<file path="src/rtl/debounce_edge.sv">
`default_nettype none
// +--------------------------------------------------------------------------+
// | debounce_edge: resynchronised, debounced level with edge and press pulses |
// | Rev 1.0                                                                   |
// +--------------------------------------------------------------------------+
module debounce_edge #(
  parameter int STABLE_CYCLES = 4,
  parameter int LONG_CYCLES   = 20,
  parameter int CNT_W         = 16
) (
  input  logic clk,
  input  logic reset,
  input  logic din,
  output logic level,
  output logic rise,
  output logic fall,
  output logic short_press,
  output logic long_press
);

  localparam logic [CNT_W-1:0] c_STABLE_MAX = CNT_W'(STABLE_CYCLES - 1);
  localparam logic [CNT_W-1:0] c_LONG_MAX   = CNT_W'(LONG_CYCLES - 1);

  typedef enum logic [1:0] {
    ST_IDLE  = 2'd0,
    ST_PRESS = 2'd1,
    ST_HELD  = 2'd2
  } state_t;

  logic             r_s1;
  logic             r_s2;
  logic [CNT_W-1:0] r_scnt;
  logic [CNT_W-1:0] r_hcnt;
  state_t           r_state;

  state_t           w_state_nxt;
  logic [CNT_W-1:0] w_hcnt_nxt;
  logic             w_short_nxt;
  logic             w_long_nxt;
  logic             w_differs;
  logic             w_at_thresh;
  logic             w_rise_dec;
  logic             w_fall_dec;

  always_ff @(posedge clk or posedge reset) begin
    if (reset) begin
      r_s1 <= 1'b0;
      r_s2 <= 1'b0;
    end else begin
      r_s1 <= din;
      r_s2 <= r_s1;
    end
  end

  // A change is committed once s2 has disagreed with level for STABLE_CYCLES edges.
  assign w_differs   = (r_s2 != level);
  assign w_at_thresh = w_differs && (r_scnt == c_STABLE_MAX);
  assign w_rise_dec  = w_at_thresh && r_s2;
  assign w_fall_dec  = w_at_thresh && !r_s2;

  always_ff @(posedge clk or posedge reset) begin
    if (reset) begin
      r_scnt <= '0;
      level  <= 1'b0;
      rise   <= 1'b0;
      fall   <= 1'b0;
    end else begin
      rise <= w_rise_dec;
      fall <= w_fall_dec;
      if (!w_differs || w_at_thresh) begin
        r_scnt <= '0;
      end else begin
        r_scnt <= r_scnt + 1'b1;
      end
      if (w_at_thresh) begin
        level <= r_s2;
      end
    end
  end

  // Fall decision is checked before the long threshold so a coincident release counts as short.
  always_comb begin
    w_state_nxt = r_state;
    w_hcnt_nxt  = r_hcnt;
    w_short_nxt = 1'b0;
    w_long_nxt  = 1'b0;
    case (r_state)
      ST_IDLE: begin
        if (w_rise_dec) begin
          w_state_nxt = ST_PRESS;
          w_hcnt_nxt  = '0;
        end
      end
      ST_PRESS: begin
        if (w_fall_dec) begin
          w_state_nxt = ST_IDLE;
          w_hcnt_nxt  = '0;
          w_short_nxt = 1'b1;
        end else if (r_hcnt == c_LONG_MAX) begin
          w_state_nxt = ST_HELD;
          w_long_nxt  = 1'b1;
        end else begin
          w_hcnt_nxt  = r_hcnt + 1'b1;
        end
      end
      ST_HELD: begin
        if (w_fall_dec) begin
          w_state_nxt = ST_IDLE;
          w_hcnt_nxt  = '0;
        end
      end
      default: begin
        w_state_nxt = ST_IDLE;
        w_hcnt_nxt  = '0;
      end
    endcase
  end

  always_ff @(posedge clk or posedge reset) begin
    if (reset) begin
      r_state     <= ST_IDLE;
      r_hcnt      <= '0;
      short_press <= 1'b0;
      long_press  <= 1'b0;
    end else begin
      r_state     <= w_state_nxt;
      r_hcnt      <= w_hcnt_nxt;
      short_press <= w_short_nxt;
      long_press  <= w_long_nxt;
    end
  end

endmodule
`default_nettype wire

</file>
<file path="config.mk">
export PLATFORM = sky130hd
export DESIGN_NAME = debounce_edge
export DESIGN_NICKNAME = d
export VERILOG_FILES = /design/src/rtl/debounce_edge.sv
export SDC_FILE = /design/constraint.sdc
export NUM_CORES = 1
export LEC_CHECK = 0
export BUFFER_PORTS_ARGS = -buffer_cell sky130_fd_sc_hd__buf_4
export CAP_MARGIN = 40
export CORE_MARGIN = 2
export CORE_UTILIZATION = 65
export CTS_BUF_LIST = sky130_fd_sc_hd__clkbuf_4
export CTS_CLUSTER_DIAMETER = 50
export CTS_CLUSTER_SIZE = 25
export DETAILED_ROUTE_END_ITERATION = 8
export GPL_ROUTABILITY_DRIVEN = 0
export PLACE_DENSITY = 0.83
export SETUP_SLACK_MARGIN = 0.5
export SYNTH_ARGS = -nofsm -noshare
export SYNTH_HDL_FRONTEND = slang
export SYNTH_SLANG_ARGS = --single-unit
</file>
<file path="constraint.sdc">
create_clock -name clk -period 3.41 [get_ports clk]
set_input_delay 0.682 -clock clk [delete_from_list [all_inputs] [get_ports clk]]
set_output_delay 0.682 -clock clk [all_outputs]
set_load 0.03 [all_outputs]
</file>
==> results of run 1 <==
metrics by stage:
| step | util (%) | hold WS [ps] |
|---|---|---|
| 2_1_floorplan | - | 331 |
| 3_3_place_gp | 70.9 | 344 |
| 3_5_place_dp | 71.1 | 343 |
| 4_1_cts | 72.7 | 366 |
| 5_1_grt | 72.7 | 372 |
| 6_report | 72.7 | 363 |
kinds of logic after synthesis:
family / Yosys count
simple gates: 111
fa+ha+maj: 2
mux: 1
flops: 41
xor+xnor: 16
compound gates: 30
buf+inv: 9
cell usage after synthesis (all sizes together) (5+ instances only):
master | number | share of area, %
o21ai | 7 | 1.7
nor4 | 5 | 2.1
and3 | 14 | 4.2
and2 | 6 | 1.8
xnor2 | 10 | 4.2
dfrtp | 41 | 49
a211o | 8 | 3.4
nor2 | 23 | 4.1
nand3 | 10 | 2.4
nand2 | 15 | 2.7
nand4 | 7 | 2.1
xor2 | 6 | 2.5
nor3 | 13 | 3.1
layout by cell type, fill, tap and decap left out, drive strengths merged, types with 5 or more instances in the layout:
master and instances:
and3 14, nor3 13, clkbuf 6, xor2 6, xnor2 10, nor2 23
and2 6, nand2 15, nand4 7, nor4 5, dfrtp 41, o21ai 7
a211o 8, buf 9, nand3 10
registers in the layout, summed over array words and instances (netlist names):
signal and flops:
r_hcnt 16, r_scnt 16, r_state 2, fall 1, level 1, long_press 1, r_s1 1, r_s2 1
rise 1, short_press 1
where the power goes:
| group | switching, uW | leakage (uW) | total [uW] | internal, uW |
|---|---|---|---|---|
| clock network | 147 | 0.0000292 | 230 | 82.9 |
| logic | 130 | 0.000455 | 199 | 68.9 |
| registers | 42.9 | 0.000562 | 562 | 519 |
layout make-up:
| cell class | count | area [sq um] |
|---|---|---|
| clock buffer | 6 | 45.0 |
| multi-input combinational | 160 | 1010 |
| fill | 230 | 832 |
| clock inverter | 1 | 3.75 |
| sequential | 41 | 1030 |
| inverter | 4 | 15.0 |
| tap | 44 | 55.1 |
| timing repair buffer | 9 | 67.6 |
worst paths after layout:
| kind | endpoint | depth (start not counted) | from | slack (ps) |
|---|---|---|---|---|
| max reg2reg | r_hcnt[13] | 6 | r_hcnt[0] | 980 |
| max | r_hcnt[13] | 6 | r_hcnt[0] | 980 |
| max in group asynchronous | r_scnt[12] | 3 | reset | 2180 |
| min reg2reg | r_s2 | 0 | r_s1 | 360 |
| min | r_s2 | 0 | r_s1 | 360 |
| min in group asynchronous | r_hcnt[11] | 2 | reset | 470 |
routing by layer:
metal / track usage (%) / up-vias
li1: - / 793
met4: 11.5 / 0
met1: 33.8 / 803
met3: 8.10 / 9
met2: 42.4 / 50
met5: 0 / -
worst reg2reg max path, cell delays in order, from the launching register on:
cell                       delay (ps)
sky130_fd_sc_hd__dfrtp_1          450
sky130_fd_sc_hd__ha_1             300
sky130_fd_sc_hd__nor4bb_1         430
sky130_fd_sc_hd__nand4_1          250
sky130_fd_sc_hd__nand2_1          170
sky130_fd_sc_hd__and3_1           510
sky130_fd_sc_hd__a221o_1          260
==> results.md, run 1 <==
Setup path:
- STA puts the critical path data required time at 3710 ps.
- The endpoint type of the worst setup path is a register.
- The worst setup path is of the reg2reg kind.
- In this design, the largest share of critical-path delay is due to simple AND/OR/NAND/NOR gates.
- The total buffers and inverters traversed by the critical path is 0.
- The critical path startpoint category is a register.
- The critical-path cell with the highest stage delay is sky130_fd_sc_hd__and3_1.
- Walking the worst path, the cells encountered are ha_1 -> nor4bb_1 -> nand4_1 -> nand2_1 -> and3_1 -> a221o_1.
- The data arrival time of the critical path is 2730 ps.
- The longest individual stage delay on the worst path is 510 ps.
- The worst-path maximum fanout is 14.

Yosys:
- The number of enable flip-flop cells after synthesis is 0.
- The proportion of register bits with asynchronous set or reset after synthesis is 100%.
- The post-synthesis xor/xnor area fraction is 6.71%.
- By area, the combinational part of the netlist is dominated by simple AND/OR/NAND/NOR gates.
- The cell area after technology mapping is 2090 sq um.
- In the synthesized netlist the dominant register cell turns out to be sky130_fd_sc_hd__dfrtp_1.
- The number of warnings reported in the yosys synthesis log is 0.
- The area share of and/or/nand/nor cells after synthesis is 29.3%.
- The area share of fa/ha/maj cells after synthesis is about 1.2%.
- The share of the Yosys chip area taken by registers is 49.1%.
- After synthesis, the netlist uses 38 different library cells.
- The complex-gate fraction of the synthesized area is 10.6%.
- Of the post-synthesis cell area, the part taken by muxes is 0.479%.
- Synthesis produced a netlist with a net count of 215.
- Synthesis produced 210 cells.
- The number of flip-flops and latches in the synthesized netlist is between 40 and 50.
- The average size of a mapped cell is 9.94 sq um.

Floorplan:
- The y dimension of the die is 60.7 um.
- The placement row count is 20.
- 8 I/O pins were placed.
- The overall die area is between 3000 and 4000 sq um.
- The initial standard-cell utilization of the core is 68.4%.
- The x dimension of the die is 60.7 um.
- The core outline area is ~3100 sq um.

STA:
- Setup repair after global routing left no endpoint under its margin.
- The time the final worst path needs with I/O delays and setup is 2430 ps.
- The setup total negative slack is 0 ps.
- The number of pins with negative max-slew slack in the final report is 0.
- The total count of hold-check failures in the final report is 0.
- The relative slew slack is 45.1%.
- The maximum clock rate is 0.411 GHz.
- For the final database, setup skew stands at 12.7 ps.
- At the pin with the least slew margin, the transition time is about 800 ps.
- The final critical-path setup slack is slightly below 1000 ps.
- The share of the clock period used by the worst path after layout is between 70 and 80%.
- Setup violations remaining at the end of the flow were counted as 0.

Detailed routing:
- The first detailed-routing pass ran for 4 iterations.
- The routed design has 4.22 mm of wire.
- Using the TritonRoute via totals, the vias-per-cell ratio works out to roughly 6.2.
- The vias after detailed routing is ~1,700.
- The first routing iteration left approximately 160 violations.
- In the final routed layout, each cell accounts on average for 15.9 um.
- The highest metal layer with signal wires is met4.
- The detailed router put a total of 1.97 mm of wire on met1.
- After detailed routing, the number of remaining DRC violations is 0.
- The length of routed met3 wiring is a little under 200 um.
- In this run the remaining antenna-violating nets after routing total 0.
- The met2 routed wirelength is 1.98 mm.

CTS:
- The clock reaches the later pin of the worst-skew pair after 350 ps.
- The cell sitting at the root of the clock tree is a sky130_fd_sc_hd__clkbuf_4.
- Once the clock tree was built, the setup fixing pass inserted 0 buffers.
- The number of gates resized after CTS is 0.
- CTS saw 41 sinks.
- The CTS H-tree depth is 2.
- The clock slew seen by the registers of the worst setup and hold paths is between 100 and 150 ps.
- The number of buffers inserted during clock tree synthesis is 5.
- The clock tree from TritonCTS is built.
- The number of buffers between clock root and the deepest sink is 2.
- After clock tree synthesis, the flow added hold-fix buffers numbering 0.

Run:
- The max-capacitance violation count is 0.

Cells and area:
- For this run, the post-layout net count is 226.
- From synthesis to final layout, the design area changed by 6.35%.
- The finished layout cell area is 2220 sq um.
- The number of inserted diodes is 0.
- The share of layout cells above drive strength 1 is 8.14%.
- The non-filler instance count after layout is 265.

Power:
- The power density over the cells is 446 nW/um^2.
- The worst supply voltage drop on vdd is 0.392 mV.
- The static leakage is 0.00105 uW.
- Overall power consumption after layout is estimated at between 900 and 1000 uW.

GRT:
- The number of global-route vias before repair is between 1,500 and 2,000.
- The leftover overflow at the end of global routing is 0.
- Entering global routing, the biggest net connects 23 pins.
- The number of antenna violations at the first check in global routing came to 0.
- The first-pass GRT wire length is 7.03 mm.
- Global routing used 26.6% of the available tracks across all layers.

Worst hold path:
- The class of the most critical hold timing path is reg2reg.

Outcome:
- The flow ran to the end, and the final reports show no timing, DRC or antenna violations.

Place:
- The half-perimeter wire length of the detailed placement result is about 3 mm.
- The worst setup timing slack at the placement stage is about 1100 ps.
- Once placement finished, the instance area stood at 2170 sq um.
- Counting tap cells, the placed design contains a total of 258 instances.
- The port buffer count is 7.
Note: power is estimated with default switching activity, not from simulation.
==> inputs of run 2 (changes only) <==
--- a/config.mk
+++ b/config.mk
@@ -8,13 +8,13 @@
 export BUFFER_PORTS_ARGS = -buffer_cell sky130_fd_sc_hd__buf_4
 export CAP_MARGIN = 40
 export CORE_MARGIN = 2
-export CORE_UTILIZATION = 65
+export CORE_UTILIZATION = 57
 export CTS_BUF_LIST = sky130_fd_sc_hd__clkbuf_4
 export CTS_CLUSTER_DIAMETER = 50
 export CTS_CLUSTER_SIZE = 25
 export DETAILED_ROUTE_END_ITERATION = 8
 export GPL_ROUTABILITY_DRIVEN = 0
-export PLACE_DENSITY = 0.83
+export PLACE_DENSITY = 0.77
 export SETUP_SLACK_MARGIN = 0.5
 export SYNTH_ARGS = -nofsm -noshare
 export SYNTH_HDL_FRONTEND = slang
==> constraint.sdc (replaced) <==
create_clock -name clk -period 2 [get_ports clk]
set_input_delay 0.4 -clock clk [delete_from_list [all_inputs] [get_ports clk]]
set_output_delay 0.4 -clock clk [all_outputs]
set_load 0.03 [all_outputs]
==> run 2 against run 1 <==
The run now ends with setup timing left. Global-route usage decreased by 1.1 points. Cell area increased by 30%. Worst setup slack got worse by 1000 ps. First-iteration DRC count increased by 52%. Wire length increased by 36%. Sequential share of layout area decreased by 11 points. Clock skew decreased by 6.1 ps. Maximum frequency increased by 19%.
==> results.md, run 2 (synthesis results as in run 1) <==
Floorplan:
- The x dimension of the die is 64.5 um.
- Measured along the y axis, the die boundary spans 64.5 um.
- The count of pins on the block boundary is 8.
- The core outline area is 3420 sq um.
- The placement row count is 21.
- Once the floorplan was initialized, standard cells occupied 61.1% of the core.
- The overall die area is 4160 sq um.

Setup path:
- The worst setup path is of the reg2reg kind.
- The critical path startpoint category is a register.
- The endpoint type of the worst setup path is a register.
- Along the worst path, the maximum fanout reaches 7.
- The start of the worst register-to-register path is r_state[1].
- The critical path data required time is 2260 ps.
- The source of the critical timing path is r_state[1].
- Data on the critical path arrives at its endpoint at around 2300 ps.

Power:
- The static leakage is 0.00128 uW.
- The worst supply voltage drop on vdd is 0.600 mV.
- In this run the power density over the cells is 805 nW/um^2.

STA:
- Across the routed clock network, the largest skew measured is 6.57 ps.
- Measured against its own limit, the worst slew margin works out to 54.7%.
- The worst path uses 102% of the clock period.
- The total count of hold-check failures in the final report is 0.
- The final critical-path setup slack is -36.5 ps.
- The maximum clock rate is just under 0.5 GHz.
- The number of pins with negative max-slew slack in the final report is 0.
- Setup repair after global routing could not meet its margin everywhere.
- The total of endpoints with negative setup slack in the final report is 5.
- The slew at the pin with the worst max-slew slack is ~670 ps.
- The time the final worst path needs with I/O delays and setup is 2040 ps.

Detailed routing:
- The total wire length after detailed routing is 5.75 mm.
- After detailed routing, the average wire length per cell comes to 18.8 um.
- The vias after detailed routing is ~1,900.
- The via density per instance is around 6.3.
- The remaining design rule violation count is 0.
- The first TritonRoute pass finished after 5 iterations.
- The DRC violation total after the first TritonRoute iteration is 250.
- In this run the remaining antenna-violating nets after routing total 0.

GRT:
- Global routing consumed, on the met2 layer, 40.0% of the routing resources.
- For this run, the total global-route usage over all layers was measured as 25.5%.
- Global routing used under 10% of the available met3 tracks.
- The number of antenna violations at the first check in global routing came to 0.
- The number of global-route vias before repair came to about 1,800.
- The leftover overflow at the end of global routing is 0.
- After global routing, the most crowded layer is met2.
- The maximum number of pins on one net before global-route repair is between 40 and 50.
- The met1 demand-to-capacity share in global routing is 33.8%.
- The first global-routing pass estimated 8.21 mm of wire.

Outcome:
- The checks that failed: setup timing.
- The flow ran to the end, but the final reports show violations.

CTS:
- The number of hold-repair buffers added at the cts stage is 0.
- The clock sink count is 41.
- The clock slew seen by the registers of the worst setup and hold paths is 120 ps.
- Clock latency on the worst-skew pair, taken at its later pin, is 360 ps.
- Clock tree synthesis inserted a total of 5 buffers.
- The H-tree was split into 2 levels.
- The number of buffers between clock root and the deepest sink is 2.
- The clock tree from TritonCTS is built.
- The root buffer cell chosen for the clock tree is sky130_fd_sc_hd__clkbuf_4.

Cells and area:
- Across the whole layout, storage elements account for between 1000 and 1500 sq um.
- The top cell types in the final layout, fill and taps aside, are sky130_fd_sc_hd__dfrtp_1, sky130_fd_sc_hd__buf_4, sky130_fd_sc_hd__nand2_1.
- The largest registers in the layout are r_hcnt x16, r_scnt x16, r_state x2.
- Leaving out fill and tap cells, the most frequent cell in the layout is sky130_fd_sc_hd__dfrtp_1.
- The number of inserted diodes is 0.
- Compared with the post-synthesis result, the final layout area differs by 38.6%.
- The fill cell total of the finished layout is 177.
- The share of layout cells above drive strength 1 is between 40 and 50%.
- The finished cells cover 2890 sq um.
- The non-filler instance count after layout is roughly 310.
- The number of nets in the layout is about 260.
- The area of combinational cells with multiple inputs is approximately 1300 sq um.

Place:
- The total placed instance area is 2360 sq um.
- The number of cells in the design after placement is 282.
- Summed over all nets, the half-perimeter wirelength after detailed placement is ~3.2 mm.
- The count of buffers added on input and output ports is 7.

Run:
- Across the run, the number of max-cap violations was 0.

Worst hold path:
- In this run the worst hold path is classified as in2reg.
- The beginning of the worst hold path is din.
-- run 2: layout make-up --
class                           count  area share (%)
Multi-Input combinational cell    160            45.0
Sequential cell                    41            35.6
Timing Repair Buffer               47            14.2
Tap cell                           46            1.99
Clock buffer                        6            1.56
Clock inverter                      2            1.17
Inverter                            4           0.519
-- run 2: final timing paths --
path	endpoint	slack, ps	depth (start not counted)
min in group asynchronous	r_hcnt[6]	150	3
max in group asynchronous	r_scnt[2]	1480	3
max reg2reg	r_hcnt[6]	-40	5
max	r_hcnt[6]	-40	5
min reg2reg	r_s2	370	0
min	r_s1	140	1
-- run 2: repair_timing --
item	in CTS	in global routing
pin swaps	10	38
setup buffers	7	7
gates cloned	0	2
gates resized for setup	23	63
setup endpoints to repair	36	40
-- run 2: layer usage --
| metal | routed length, um | up-vias |
|---|---|---|
| met5 | 0 | - |
| met4 | 122 | 0 |
| met3 | 397 | 15 |
| met2 | 2820 | 96 |
| met1 | 2410 | 944 |
| li1 | - | 868 |
-- run 2: worst max-delay path: stages, from the launching register on --
cell	delay, ps
sky130_fd_sc_hd__dfrtp_1	500
sky130_fd_sc_hd__nor4b_1	660
sky130_fd_sc_hd__o21ai_4	130
sky130_fd_sc_hd__and3_4	230
sky130_fd_sc_hd__buf_6	140
sky130_fd_sc_hd__a211o_1	260
-- run 2: power breakdown --
group / switching (uW) / total [uW] / internal [uW]
combinational: 470 / 853 / 384
sequential: 50.2 / 936 / 886
clock: 266 / 540 / 274
-- run 2: stage by stage --
step / TNS [ps] / setup WS (ps) / hold slack [ps] / util [%] / power [uW]
2_1_floorplan: 0 / 138 / 331 / - / 1240
3_3_place_gp: 0 / 17.9 / 345 / 69.2 / 1390
3_5_place_dp: -133 / -29.3 / 346 / 69.2 / 1420
4_1_cts: 0 / 120 / 144 / 75.9 / 2050
5_1_grt: -135 / -43.8 / 136 / 84.7 / 2420
6_report: -68.9 / -36.5 / 140 / 84.7 / 2330
==> inputs of run 3 (changes only) <==
--- a/config.mk
+++ b/config.mk
@@ -5,16 +5,16 @@
 export SDC_FILE = /design/constraint.sdc
 export NUM_CORES = 1
 export LEC_CHECK = 0
+export ABC_AREA = 0
 export BUFFER_PORTS_ARGS = -buffer_cell sky130_fd_sc_hd__buf_4
 export CAP_MARGIN = 40
 export CORE_MARGIN = 2
-export CORE_UTILIZATION = 57
-export CTS_BUF_LIST = sky130_fd_sc_hd__clkbuf_4
+export CORE_UTILIZATION = 55
 export CTS_CLUSTER_DIAMETER = 50
 export CTS_CLUSTER_SIZE = 25
 export DETAILED_ROUTE_END_ITERATION = 8
 export GPL_ROUTABILITY_DRIVEN = 0
-export PLACE_DENSITY = 0.77
+export PLACE_DENSITY = 0.75
 export SETUP_SLACK_MARGIN = 0.5
 export SYNTH_ARGS = -nofsm -noshare
 export SYNTH_HDL_FRONTEND = slang
==> run 3 against run 2 <==
The flow now finishes without violations. Sequential share of layout area is 2.0 points higher. Power is 5.8% lower. Worst setup slack better by 58 ps. Via count is 2.7% lower. Sequential power is 1% higher. Critical endpoint is now r_hcnt[13]. Highest routed layer unchanged. Wire length is 8.6% lower. Count of clock-buffer cells in the layout is 1 lower. Clock power is 20% higher. Register-to-register slack better by 60 ps. Cell count is 0.98% lower.
==> results.md, run 3 (synthesis results as in run 1) <==
Setup path:
- The worst-path maximum fanout is 7.
- The endpoint type of the worst setup path is a register.
- The flop-to-flop setup slack is 20 ps.
- The data arrival time of the critical path is roughly 2200 ps.
- The worst setup path is of the reg2reg kind.
- The endpoint identified for the worst register-to-register timing path is r_hcnt[13].
- The worst-case reg-to-reg path depth is 4.
- The critical path startpoint category is a register.
- The worst register-to-register path begins at r_state[1].
- The critical path data required time is between 2000 and 2500 ps.

Cells and area:
- Of the cells placed in the final design, the portion with a size suffix greater than 1 is 32.5%.
- The library cells used most frequently in the layout, excluding fill and tap cells, are sky130_fd_sc_hd__buf_4, sky130_fd_sc_hd__dfrtp_1, sky130_fd_sc_hd__nor2_1.
- The non-filler instance count after layout is 303.
- In the final layout, the registers with the most flip-flops are r_hcnt x16, r_scnt x16, r_state x2.
- From synthesis to final layout, the design area changed by 31.3%.
- The net count of the finished layout is 260.
- The library cell used most frequently in the layout, excluding fill and tap cells, is sky130_fd_sc_hd__buf_4.
- The number of inserted diodes is 0.

Floorplan:
- The placement row count is 22.
- The initial standard-cell utilization of the core is 57.0%.
- The die is 65.6 um wide.
- The y dimension of the die is 65.6 um.
- The core outline area is 3660 sq um.
- The overall die area is roughly 4300 sq um.
- 8 I/O pins were placed.

CTS:
- At the later pin of the worst-skew pair, clock insertion delay measures 300 ps.
- The number of buffers between clock root and the deepest sink is 2.
- TritonCTS built the clock tree.
- The clock tree synthesis step divided the H-tree into 2 levels.
- The root buffer selected by CTS is sky130_fd_sc_hd__clkbuf_8.
- The clock sink count is 41.
- Clock-pin slew was measured on the worst setup and hold paths at 80 ps.
- The number of buffers inserted during clock tree synthesis is 5.

Run:
- The max-capacitance violation count is 0.

Detailed routing:
- Dividing the detail-routed wire length by the instance count gives 17.4 um.
- The remaining design rule violation count is 0.
- The count of nets left with antenna violations once routing finished came out at 0.
- For this block, the routed nets add up to 5.26 mm of wire.
- The number of detailed-routing iterations run before antenna repair is 4.
- In this run, the number of DRC markers left after iteration 0 of detailed routing was roughly 240.
- In the routed layout, each cell is associated on average with a via count of 6.17.
- The vias after detailed routing is 1,871.

GRT:
- The number of global-route vias before repair is around 1,800.
- Entering global routing, the biggest net connects 42 pins.
- The first-pass GRT wire length is 8.72 mm.
- Global routing used 26.9% of the available tracks.
- The leftover overflow at the end of global routing is 0.
- The number of antenna violations at the first check in global routing is 0.

Outcome:
- The flow ran to the end, and the final reports show no timing, DRC or antenna violations.

STA:
- The worst hold slack across all endpoints is 208 ps.
- The maximum clock rate is 0.505 GHz.
- For the finished layout, the period the worst path requires is 1980 ps.
- The clock skew is about 10 ps.
- The relative slew slack is 53.9%.
- Setup repair after global routing could not meet its margin everywhere.
- The total count of hold-check failures in the final report came to 0.
- Of the available clock period, the critical path in the final layout requires 98.9%.
- For the pin with the worst max-slew slack, the measured transition is 682 ps.
- Setup violations remaining at the end of the flow were counted as 0.
- Setup total negative slack on the finished layout was measured at 0 ps.
- The number of pins with negative max-slew slack in the final report is 0.

Worst hold path:
- The number of stages on the worst hold path is 1.
- The endpoint of the worst hold path is r_s1.
- The class of the most critical hold timing path is in2reg.
- In this run the most critical hold path is launched from din.

Power:
- Power comes to 2190 uW.
- Of the total power, the share spent switching nets is 30.8%.
- The worst supply voltage drop on vdd is about 0.6 mV.
- Summed over all nets, the switching power comes to 675 uW.
- For this design the ratio of total power to cell area is 800 nW/um^2.
- Cell internal power was estimated by the tool at 1520 uW.
- The clock network power share is 29.6%.
- The combinational cell fraction of total power is 27.3%.
- The sequential cell fraction of total power is between 40% and 50%.
- The static leakage is roughly 0.0013 uW.

Place:
- In this run, placement finished with an instance count of 282.
- Buffers placed on the I/O ports in this run total 7.
- The wire-length estimate of the detail-placed layout is about 3.2 mm.
-- run 3: cell count changes in the layout (fill, tap and decap cells not counted), moves of 3 or more --
cell	change
sky130_fd_sc_hd__buf_4	+3
sky130_fd_sc_hd__clkbuf_8	+5
sky130_fd_sc_hd__nor4_2	-3
sky130_fd_sc_hd__o21ai_1	+4
sky130_fd_sc_hd__nor2_2	-3
sky130_fd_sc_hd__clkbuf_4	-6
sky130_fd_sc_hd__nor3_2	-3
sky130_fd_sc_hd__buf_6	-7
sky130_fd_sc_hd__nor2_4	-12
sky130_fd_sc_hd__nor2_1	+15
-- run 3: what timing repair did --
action,CTS,global route
endpoints found under the setup margin,37,39
pin swaps,14,13
resized for setup,23,21
buffers inserted,7,6
hold buffers,0,0
gates cloned,1,0
-- run 3: power by group through the flow --
| stage | Sequential (uW) | Clock (uW) | Combinational (uW) |
|---|---|---|---|
| 2_1_floorplan | 982 | 0 | 259 |
| 4_1_cts | 938 | 656 | 522 |
| 3_5_place_dp | 955 | 0 | 426 |
| 5_1_grt | 956 | 694 | 650 |
| 6_report | 946 | 650 | 598 |
| 3_3_place_gp | 950 | 0 | 411 |
-- run 3: stage by stage --
step | worst slack, ps | utilization (%) | area (sq um)
floorplan | 138 | - | 2120
global placement | -6.71 | 64.2 | 2350
detailed placement | -117 | 64.2 | 2350
CTS | 126 | 71.4 | 2610
global route | -91.4 | 74.9 | 2740
finish | 21.3 | 74.9 | 2740
-- run 3: worst max path at each step --
stage	start	to	depth (start not counted)
finish	r_state[1]	r_hcnt[13]	4
global route	r_state[1]	r_hcnt[13]	4
CTS	r_hcnt[1]	r_hcnt[15]	6
detailed placement	r_scnt[0]	r_hcnt[13]	6
global placement	r_scnt[0]	r_hcnt[13]	6
floorplan	r_scnt[0]	r_hcnt[6]	9
-- run 3: area by class of cell --
cell class	count	area (sq um)
clock buffers	5	68.8
clock inverters	2	35.0
fillers	230	918
inverters	4	15.0
multi-input cells	161	1200
flip-flops and latches	41	1030
well taps	48	60.1
repair buffers	42	330
-- run 3: routing by layer --
metal	GRT usage, %	share of wire (%)
met1	31.8	38
met2	46.5	52
met3	5.99	5.7
met4	12.2	3.6
met5	0	0
-- run 3: critical path, cell delays in order, from the launching register on --
cell	delay (ps)
sky130_fd_sc_hd__dfrtp_1	490
sky130_fd_sc_hd__nor4b_1	670
sky130_fd_sc_hd__o21ai_4	140
sky130_fd_sc_hd__and3_4	230
sky130_fd_sc_hd__a221o_1	330
